==> src/rtl/tron_round_ctrl_if.sv <==
// Bundle between the Tron match sequencer and its neighbours: keyboard/collision inputs,
// plus the game state, countdown, score and winner outputs that the arena and sprites consume.
interface tron_round_ctrl_if;
  logic [7:0] keycode;
  logic       Blue_crash;
  logic       Red_crash;
  logic [2:0] Game_State;
  logic [7:0] Countdown;
  logic [2:0] Blue_score;
  logic [2:0] Red_score;
  logic [1:0] Winner;

  modport master (
    output keycode, Blue_crash, Red_crash,
    input  Game_State, Countdown, Blue_score, Red_score, Winner
  );

  modport slave (
    input  keycode, Blue_crash, Red_crash,
    output Game_State, Countdown, Blue_score, Red_score, Winner
  );
endinterface

==> src/rtl/tron_round_ctrl.sv <==
// Tron match sequencer: IDLE -> SPAWN countdown -> PLAY -> ROUND_OVER -> MATCH_OVER, with scores.
// Optional pause state in PLAY is enabled by defining TRON_PAUSE_EN.
module tron_round_ctrl #(
  parameter int         COUNTDOWN_FRAMES = 180,
  parameter int         OVER_FRAMES      = 120,
  parameter int         WIN_SCORE        = 3,
  parameter logic [7:0] START_KEY        = 8'h2C,
  parameter logic [7:0] PAUSE_KEY        = 8'h13
) (
  input  logic               Clk,
  input  logic               Reset_n,
  input  logic               frame_clk,
  tron_round_ctrl_if.slave   bus
);

  localparam logic [2:0] S_IDLE       = 3'b000;
  localparam logic [2:0] S_SPAWN      = 3'b001;
  localparam logic [2:0] S_PLAY       = 3'b010;
  localparam logic [2:0] S_ROUND_OVER = 3'b011;
  localparam logic [2:0] S_MATCH_OVER = 3'b100;
`ifdef TRON_PAUSE_EN
  localparam logic [2:0] S_PAUSE      = 3'b110;
`endif

  localparam logic [7:0] CD_LOAD   = 8'(COUNTDOWN_FRAMES);
  localparam logic [7:0] OVER_LOAD = 8'(OVER_FRAMES);
  localparam logic [2:0] WIN_S     = 3'(WIN_SCORE);

  logic       fsync1_r, fsync2_r, fprev_r;
  logic       frame_tick_s;
  logic [7:0] key_prev_r;
  logic       start_press_s;
  logic       pause_press_s;

  logic [2:0] state_r, state_nxt_s;
  logic [7:0] cd_r, cd_nxt_s;
  logic [2:0] blue_r, blue_nxt_s;
  logic [2:0] red_r, red_nxt_s;
  logic [1:0] winner_r, winner_nxt_s;

  // Scores never pass the match-winning value, even if a crash arrives at an odd time.
  function automatic logic [2:0] sat_inc(input logic [2:0] v);
    if (v < WIN_S) begin
      return v + 3'd1;
    end else begin
      return v;
    end
  endfunction

  // Bring the VGA frame strobe into the Clk domain and keep its previous value for edge detect.
  always_ff @(posedge Clk or negedge Reset_n) begin
    if (!Reset_n) begin
      fsync1_r <= 1'b0;
      fsync2_r <= 1'b0;
      fprev_r  <= 1'b0;
    end else begin
      fsync1_r <= frame_clk;
      fsync2_r <= fsync1_r;
      fprev_r  <= fsync2_r;
    end
  end

  assign frame_tick_s = fsync2_r & ~fprev_r;

  // Remember last keycode so a held key counts as a single press.
  always_ff @(posedge Clk or negedge Reset_n) begin
    if (!Reset_n) begin
      key_prev_r <= 8'h00;
    end else begin
      key_prev_r <= bus.keycode;
    end
  end

  assign start_press_s = (bus.keycode == START_KEY) && (key_prev_r != START_KEY);

`ifdef TRON_PAUSE_EN
  assign pause_press_s = (bus.keycode == PAUSE_KEY) && (key_prev_r != PAUSE_KEY);
`else
  logic unused_pause_s;
  assign unused_pause_s = ^PAUSE_KEY;
  assign pause_press_s  = 1'b0;
`endif

  // Next-state, countdown and score decisions for the match sequencer.
  always_comb begin
    state_nxt_s  = state_r;
    cd_nxt_s     = cd_r;
    blue_nxt_s   = blue_r;
    red_nxt_s    = red_r;
    winner_nxt_s = winner_r;
    case (state_r)
      S_IDLE, S_MATCH_OVER: begin
        if (start_press_s) begin
          state_nxt_s  = S_SPAWN;
          cd_nxt_s     = CD_LOAD;
          blue_nxt_s   = 3'd0;
          red_nxt_s    = 3'd0;
          winner_nxt_s = 2'b00;
        end else begin
          cd_nxt_s     = 8'd0;
        end
      end
      S_SPAWN: begin
        if (frame_tick_s) begin
          if (cd_r <= 8'd1) begin
            state_nxt_s = S_PLAY;
            cd_nxt_s    = 8'd0;
          end else begin
            cd_nxt_s    = cd_r - 8'd1;
          end
        end else begin
          cd_nxt_s = cd_r;
        end
      end
      S_PLAY: begin
        // Any crash ends the round; a simultaneous pause request loses to the crash.
        if (bus.Blue_crash && bus.Red_crash) begin
          state_nxt_s  = S_ROUND_OVER;
          cd_nxt_s     = OVER_LOAD;
          winner_nxt_s = 2'b11;
        end else if (bus.Blue_crash) begin
          state_nxt_s  = S_ROUND_OVER;
          cd_nxt_s     = OVER_LOAD;
          red_nxt_s    = sat_inc(red_r);
          winner_nxt_s = 2'b10;
        end else if (bus.Red_crash) begin
          state_nxt_s  = S_ROUND_OVER;
          cd_nxt_s     = OVER_LOAD;
          blue_nxt_s   = sat_inc(blue_r);
          winner_nxt_s = 2'b01;
        end else if (pause_press_s) begin
`ifdef TRON_PAUSE_EN
          state_nxt_s  = S_PAUSE;
`else
          state_nxt_s  = S_PLAY;
`endif
        end else begin
          cd_nxt_s     = 8'd0;
        end
      end
      S_ROUND_OVER: begin
        if (frame_tick_s) begin
          if (cd_r <= 8'd1) begin
            if ((blue_r >= WIN_S) || (red_r >= WIN_S)) begin
              state_nxt_s = S_MATCH_OVER;
              cd_nxt_s    = 8'd0;
            end else begin
              state_nxt_s = S_SPAWN;
              cd_nxt_s    = CD_LOAD;
            end
          end else begin
            cd_nxt_s = cd_r - 8'd1;
          end
        end else begin
          cd_nxt_s = cd_r;
        end
      end
`ifdef TRON_PAUSE_EN
      S_PAUSE: begin
        if (pause_press_s) begin
          state_nxt_s = S_PLAY;
        end else begin
          state_nxt_s = S_PAUSE;
        end
      end
`endif
      default: begin
        state_nxt_s  = S_IDLE;
        cd_nxt_s     = 8'd0;
        blue_nxt_s   = 3'd0;
        red_nxt_s    = 3'd0;
        winner_nxt_s = 2'b00;
      end
    endcase
  end

  // Sequencer state and all visible outputs are held in these registers.
  always_ff @(posedge Clk or negedge Reset_n) begin
    if (!Reset_n) begin
      state_r  <= S_IDLE;
      cd_r     <= 8'd0;
      blue_r   <= 3'd0;
      red_r    <= 3'd0;
      winner_r <= 2'b00;
    end else begin
      state_r  <= state_nxt_s;
      cd_r     <= cd_nxt_s;
      blue_r   <= blue_nxt_s;
      red_r    <= red_nxt_s;
      winner_r <= winner_nxt_s;
    end
  end

  assign bus.Game_State = state_r;
  assign bus.Countdown  = cd_r;
  assign bus.Blue_score = blue_r;
  assign bus.Red_score  = red_r;
  assign bus.Winner     = winner_r;

endmodule

==> src/flat_wrapper.sv <==
// flat-port wrapper written by rule: the top's interface ports become plain ports
module tron_round_ctrl_flat 
#(
  parameter int         COUNTDOWN_FRAMES = 180,
  parameter int         OVER_FRAMES      = 120,
  parameter int         WIN_SCORE        = 3,
  parameter logic [7:0] START_KEY        = 8'h2C,
  parameter logic [7:0] PAUSE_KEY        = 8'h13
)
  (Clk, Reset_n, frame_clk, bus_keycode, bus_Blue_crash, bus_Red_crash, bus_Game_State, bus_Countdown, bus_Blue_score, bus_Red_score, bus_Winner);
  tron_round_ctrl_if bus_i ();
  input  logic Clk;
  input  logic Reset_n;
  input  logic frame_clk;
  input wire logic [$bits(bus_i.keycode)-1:0] bus_keycode;
  input wire logic [$bits(bus_i.Blue_crash)-1:0] bus_Blue_crash;
  input wire logic [$bits(bus_i.Red_crash)-1:0] bus_Red_crash;
  output wire logic [$bits(bus_i.Game_State)-1:0] bus_Game_State;
  output wire logic [$bits(bus_i.Countdown)-1:0] bus_Countdown;
  output wire logic [$bits(bus_i.Blue_score)-1:0] bus_Blue_score;
  output wire logic [$bits(bus_i.Red_score)-1:0] bus_Red_score;
  output wire logic [$bits(bus_i.Winner)-1:0] bus_Winner;
  assign bus_i.keycode = bus_keycode;
  assign bus_i.Blue_crash = bus_Blue_crash;
  assign bus_i.Red_crash = bus_Red_crash;
  assign bus_Game_State = bus_i.Game_State;
  assign bus_Countdown = bus_i.Countdown;
  assign bus_Blue_score = bus_i.Blue_score;
  assign bus_Red_score = bus_i.Red_score;
  assign bus_Winner = bus_i.Winner;
  tron_round_ctrl #(.COUNTDOWN_FRAMES(COUNTDOWN_FRAMES), .OVER_FRAMES(OVER_FRAMES), .WIN_SCORE(WIN_SCORE), .START_KEY(START_KEY), .PAUSE_KEY(PAUSE_KEY)) u_core (.Clk(Clk), .Reset_n(Reset_n), .frame_clk(frame_clk), .bus(bus_i));
endmodule
==> config.mk <==
export PLATFORM = sky130hd
export DESIGN_NAME = tron_round_ctrl_flat
export DESIGN_NICKNAME = d
export VERILOG_FILES = /design/src/rtl/tron_round_ctrl_if.sv /design/src/rtl/tron_round_ctrl.sv /design/src/flat_wrapper.sv
export SDC_FILE = /design/constraint.sdc
export NUM_CORES = 1
export LEC_CHECK = 0
export CELL_PAD_IN_SITES_DETAIL_PLACEMENT = 1
export CELL_PAD_IN_SITES_GLOBAL_PLACEMENT = 2
export CORE_MARGIN = 5
export CORE_UTILIZATION = 32
export CTS_CLUSTER_DIAMETER = 30
export CTS_CLUSTER_SIZE = 16
export DETAILED_ROUTE_END_ITERATION = 10
export PLACE_DENSITY = 0.76
export SYNTH_ARGS = -nofsm -noshare
export SYNTH_HDL_FRONTEND = slang
export SYNTH_SLANG_ARGS = --single-unit
==> constraint.sdc <==
create_clock -name Clk -period 2.5 [get_ports Clk]
set_clock_uncertainty 0.05 [all_clocks]
set_input_delay 0.375 -clock Clk [delete_from_list [all_inputs] [get_ports Clk]]
set_output_delay 0.375 -clock Clk [all_outputs]
set_load 0.02 [all_outputs]
==> results of run 1 <==
-- metrics by stage --
stage / setup TNS [ns] / total power [mW] / area (µm²) / hold slack, ns
finish: 0 / 2.55 / 2150 / 0.304
global route: 0 / 2.74 / 2150 / 0.324
CTS: 0 / 2.57 / 2150 / 0.307
detailed placement: -0.0332 / 2.07 / 2040 / 0.289
global placement: 0 / 2.02 / 2040 / 0.289
floorplan: 0 / 1.57 / 1610 / 0.0294
-- worst register-to-register path: stages, from the launching register on --
cell	delay, ns
dfrtp_1	0.44
or4_4	0.60
or3_1	0.53
o2111ai_4	0.29
a21oi_1	0.07
a221o_1	0.27
-- sequential cells by signal, summed over array words and instances (netlist names) --
signal and count:
u_core.bus.Red_score 3, u_core.bus.Winner 2, u_core.bus.Blue_score 3, u_core.fsync2_r 1, u_core.fprev_r 1, u_core.key_prev_r 8, u_core.bus.Game_State 3, u_core.bus.Countdown 8
u_core.fsync1_r 1
-- per-layer routing --
layer / up-vias / routed length, µm / global-route usage [%]
met5: - / 0 / 0
met4: 0 / 59 / 4.56
met3: 6 / 192 / 3.55
met2: 33 / 2090 / 24.1
met1: 674 / 2040 / 19.7
li1: 659 / - / -
-- layout by cell type, fill, tap and decap left out, drive strengths merged, types with 3 or more instances in the layout --
cell	netlist	layout
nand2	15	15
nor3	3	3
o31ai	6	6
inv	7	7
a22o	3	3
dfrtp	30	30
a21boi	5	5
buf	2	9
clkdlybuf4s50	0	31
or3	3	3
ha	6	6
clkbuf	3	5
nor2b	3	3
a21oi	6	6
mux2	4	4
o21ai	9	9
nor2	12	12
-- worst max path at each step --
stage	to	slack [ns]	start
finish	u_core.bus.Countdown[2]	0.16	u_core.bus.Countdown[6]
global placement	u_core.bus.Red_score[2]	0.02	bus_keycode[1]
detailed placement	u_core.bus.Red_score[0]	-0.02	bus_keycode[3]
floorplan	u_core.bus.Countdown[4]	0.25	u_core.bus.Countdown[6]
global route	u_core.bus.Game_State[1]	0.05	u_core.bus.Countdown[6]
CTS	u_core.bus.Countdown[2]	0.16	u_core.bus.Countdown[6]
-- where the power goes --
group | internal (mW) | switching (mW) | total (mW)
sequential | 0.611 | 0.155 | 0.766
clock | 0.296 | 0.202 | 0.499
combinational | 0.585 | 0.695 | 1.28
-- cell families (layout without fill, tap and decap cells) --
family,count (synthesis),after routing,synth area share [%]
adder cells (fa/ha/maj),6,6,4.67
AND/OR/NAND/NOR,54,54,18.2
multiplexers,6,6,4.05
buffers and inverters,12,55,3.50
XOR/XNOR,3,3,1.63
AO/OA/AOI/OAI,46,46,21.2
flip-flops,30,30,46.7
-- final cells by class --
cell class	instances	area, µm²
Clock inverter	3	45.0
Tap cell	67	83.8
Multi-Input combinational cell	115	801
Sequential cell	30	751
Timing Repair Buffer	40	378
Clock buffer	5	68.8
Inverter	7	26.3
Fill cell	547	2630
==> results.toml, run 1 <==
[status]
status = "finished clean"

[global_routing]
grt_pass1_wl_um = 7360
overflow = 0
grt_pass1_vias = 1441
grt_start_max_net_pins = 31
grt_antenna_before_repair = 0
grt_usage_pct = 14.9

[die]
rows = 25
die_y_um = 80.9
die_width_um = 80.9
initial_utilization_pct = 33.6
die-area_um2 = 6540
core_area_um2 = 4790
io_pins = 32

[setup_path]
critical_path_depth = 5
critPathArrivalTime_ns = 2.47
cp-start-kind = "register"
critPathTopFamily = "simple AND/OR/NAND/NOR gates"
crit_chain = "or4_4, or3_1, o2111ai_4, a21oi_1, a221o_1"
r2r_cells = 5
max_stage_delay_ns = 0.60
r2r_setup_slack_ns = 0.16
worstPathMaxFanout = 7
cp-end-kind = "register"
crit_type = "reg2reg"
critPathRequiredTime_ns = 2.63
slowest_stage = "or4_4"
path_buf_inv = 0
r2r-end = "u_core.bus.Countdown[2]"
r2r-start = "u_core.bus.Countdown[6]"

[synthesis]
synth_largest_area_cell = "dfrtp_1"
ys.flop_type = "dfrtp_1"
synth_top_cells_by_count = "dfrtp_1 (30), nand2_1 (15), nor2_1 (12), o21ai_0 (9), inv_1 (7)"
ys.warnings.count = 0
yosysSeqAreaShare_pct = 46.7
async_flop_share_pct = 100
synth_nets = 176
synth_cells = 157
synth_top_area_share_pct = 46.7
synth.most_common_cell = "dfrtp_1"
ys_seq_elements = 30
avgSynthCellArea_um2 = 10.2
syn_area_um2 = 1610
ys_types = 47
synthTopCellsByArea = "dfrtp_1 (47%), ha_1 (4.7%), nand2_1 (3.5%)"
synth_edf_count = 0

[clocking]
cts_buffer_depth = 2
clock-sinks = 30
postCtsHoldBufs = 0
cts_max_level = 2
path_clk_slew_ns = 0.07
cts_setup_buffers = 0
post_cts_resized = 0
cts_tree = "done"
cts_made_buffers = 5
clock_latency_ns = 0.29
clockRootBuffer = "clkbuf_8"

[pwr]
ir_worst_vdd_uv = 428
p_leak_nw = 0.910
power.density_nw_per_um2 = 1180

[worst_hold_path]
min_path_cells = 0
whs_endpoint = "u_core.fsync2_r"
min_from = "u_core.fsync1_r"
hold_class = "reg2reg"

[run]
drv_cap = 0

[place]
dp.final_hpwl_um = 3360
place_inst = 259
place.gp.congestion = 0.790
post-place-ws_ns = -0.0182
io_buffers = 31

[route]
drc = 0
ant_nets = 0
wire_per_inst_um = 16.4
firstDrtPassIters = 4
drt_iter0_markers = 34
viasPerCell = 5.14
drt-total-wl_um = 4380
vias = 1372

[timing]
drv_slew = 0
finalCritPeriodShare_pct = 93.7
worst_slack_ns = 0.157
hold_violations = 0
setup_viol = 0
fin_crit_ns = 2.34
max_freq_mhz = 427
tightest_slew_ns = 0.554
rsz0062_at_grt = "no"
slew-limit-headroom_pct = 62.9

[final_layout]
area_growth_syn_to_layout_pct = 33.9
fin_util_pct = 45.0
final_nets = 218
stdcell_count = 267
num_antenna_cells = 0
drive_above_1_share_pct = 14.0
Note: power is estimated with default switching activity, not from simulation.
==> inputs of run 2 (changes only) <==
--- a/config.mk
+++ b/config.mk
@@ -12,6 +12,7 @@
 export CTS_CLUSTER_DIAMETER = 30
 export CTS_CLUSTER_SIZE = 16
 export DETAILED_ROUTE_END_ITERATION = 10
+export GPL_TIMING_DRIVEN = 0
 export PLACE_DENSITY = 0.76
 export SYNTH_ARGS = -nofsm -noshare
 export SYNTH_HDL_FRONTEND = slang
==> run 2 against run 1 <==
  * Register-to-register slack is essentially flat
  * Design area is 1.2% lower
  * Sequential power decreased by 2%
  * Critical path depth increased by 1
  * Non-clock buffer count down 4
  * Sequential share of layout area rose by 0.43 points
  * Clock power is 2% lower
  * Critical endpoint unchanged
  * Largest cell class unchanged
  * Largest power group unchanged
==> results.toml, run 2 (synthesis gave the netlist of run 1 again) <==
[status]
status = "finished clean"

[global_routing]
grt_usage_pct = 14.3
grt_pass1_vias = 1445
grt_antenna_before_repair = 0
grt_start_max_net_pins = 31
overflow = 0
grt_pass1_wl_um = 7250

[route]
drt_iter0_markers = 87
drt-total-wl_um = 4230
wire_per_inst_um = 16.1
ant_nets = 0
wl_met1_um = 2040
route.met3.wl_um = 140
wl_met2_um = 2000
drc = 0
firstDrtPassIters = 4
viasPerCell = 5.15
vias = 1355
routed.top_layer = "met4"

[clocking]
cts_max_level = 2
cts_tree = "done"
clockRootBuffer = "clkbuf_8"
cts_buffer_depth = 2
postCtsHoldBufs = 0
clock_latency_ns = 0.28
clock-sinks = 30
cts_made_buffers = 5
path_clk_slew_ns = 0.07

[pwr]
p_leak_nw = 0.888
clockPowerShare_pct = 19.2
p_comb_share_pct = 51.5
switching_share_pct = 41.4
p_seq_share_pct = 29.4
ir_worst_vdd_uv = 439
p_sw_mw = 1.05
power.density_nw_per_um2 = 1200
p_int_mw = 1.49

[die]
die-area_um2 = 6540
initial_utilization_pct = 33.6
rows = 25
io_pins = 32
die_width_um = 80.9
die_y_um = 80.9
core_area_um2 = 4790

[setup_path]
setup.worst_path.start = "u_core.bus.Countdown[6]"
worstPathMaxFanout = 7
crit_type = "reg2reg"
cp-end-kind = "register"
r2r-start = "u_core.bus.Countdown[6]"
cp-start-kind = "register"
critPathRequiredTime_ns = 2.61
critPathArrivalTime_ns = 2.45

[timing]
hold_violations = 0
worst_slack_ns = 0.160
max_freq_mhz = 427
tightest_slew_ns = 0.673
setup_viol = 0
rsz0062_at_grt = "no"
drv_slew = 0
slew-limit-headroom_pct = 55.1
fin_crit_ns = 2.34
finalCritPeriodShare_pct = 93.6

[final_layout]
area_growth_syn_to_layout_pct = 32.3
final_nets = 214
num_antenna_cells = 0
fin_util_pct = 44.4
fill_cells = 539
final_cell_mix = "clkdlybuf4s50_1 (30), dfrtp_1 (30), nand2_1 (15), nor2_1 (12), o21ai_0 (9)"
drive_above_1_share_pct = 12.2

[run]
drv_cap = 0

[place]
place.gp.congestion = 0.849
dp.final_hpwl_um = 3270
io_buffers = 31
post-place-ws_ns = -0.368

[worst_hold_path]
hold_class = "in2async"
[run 2: cell types whose count changed in the layout (fill, tap and decap cells not counted), sizes merged]
| cell | before | now |
|---|---|---|
| buf | 9 | 3 |
| clkbuf | 5 | 9 |
| clkdlybuf4s50 | 31 | 30 |
| clkinvlp | 2 | 1 |
[run 2: final timing paths]
kind                                             to  slack [ns]  depth (start not counted)
setup / recovery            u_core.bus.Countdown[2]        0.16                          6
hold / removal             u_core.bus.Blue_score[2]        0.07                          1
setup reg to reg            u_core.bus.Countdown[2]        0.16                          6
hold reg to reg                     u_core.fsync2_r        0.31                          0
max in group asynchronous   u_core.bus.Countdown[6]        1.89                          1
min in group Clk                    u_core.fsync2_r        0.31                          0
[run 2: cell type report]
| cell class | count | area (µm²) | share of cell area, % |
|---|---|---|---|
| buffer | 5 | 30.0 | 1.41 |
| clock inverter | 2 | 37.5 | 1.76 |
| clock buffer | 6 | 72.6 | 3.41 |
| timing repair buffer | 31 | 305 | 14.4 |
| tap | 67 | 83.8 | 3.94 |
| inverter | 7 | 26.3 | 1.24 |
| multi-input combinational | 115 | 821 | 38.6 |
| sequential | 30 | 751 | 35.3 |
[run 2: power by group through the flow]
stage / combinational [mW] / sequential (mW) / clock, mW
after floorplan: 0.697 / 0.869 / 0
after global placement: 1.27 / 0.741 / 0
after detailed placement: 1.30 / 0.757 / 0
after CTS: 1.31 / 0.749 / 0.503
after global routing: 1.43 / 0.774 / 0.517
final: 1.31 / 0.747 / 0.487
[run 2: timing repair]
action / in CTS / in global routing
gates resized for setup: 2 / 3
endpoints found under the setup margin: 4 / 5
buffers inserted: 0 / 0
[run 2: per-stage QoR]
step	instances	cell area [µm²]	power, mW	TNS (ns)	hold slack [ns]
4_1_cts	263	2110	2.56	0	0.313
2_1_floorplan	157	1610	1.57	0	0.0294
5_1_grt	263	2130	2.72	0	0.135
3_3_place_gp	255	2000	2.01	-1.55	0.285
6_report	263	2130	2.54	0	0.0742
3_5_place_dp	255	2000	2.06	-1.70	0.296
[run 2: layer usage]
metal / GRT usage [%] / vias up
met1: 19.3 / 675
li1: - / 651
met5: 0 / -
met2: 22.7 / 24
met4: 3.72 / 0
met3: 3.66 / 5
[run 2: critical path, cell delays in order, from the launching register on]
cell and delay, ns:
dfrtp_1 0.44, or4_4 0.60, or3_1 0.41, buf_6 0.15
o2111ai_4 0.22, a21oi_1 0.07, a221o_1 0.27
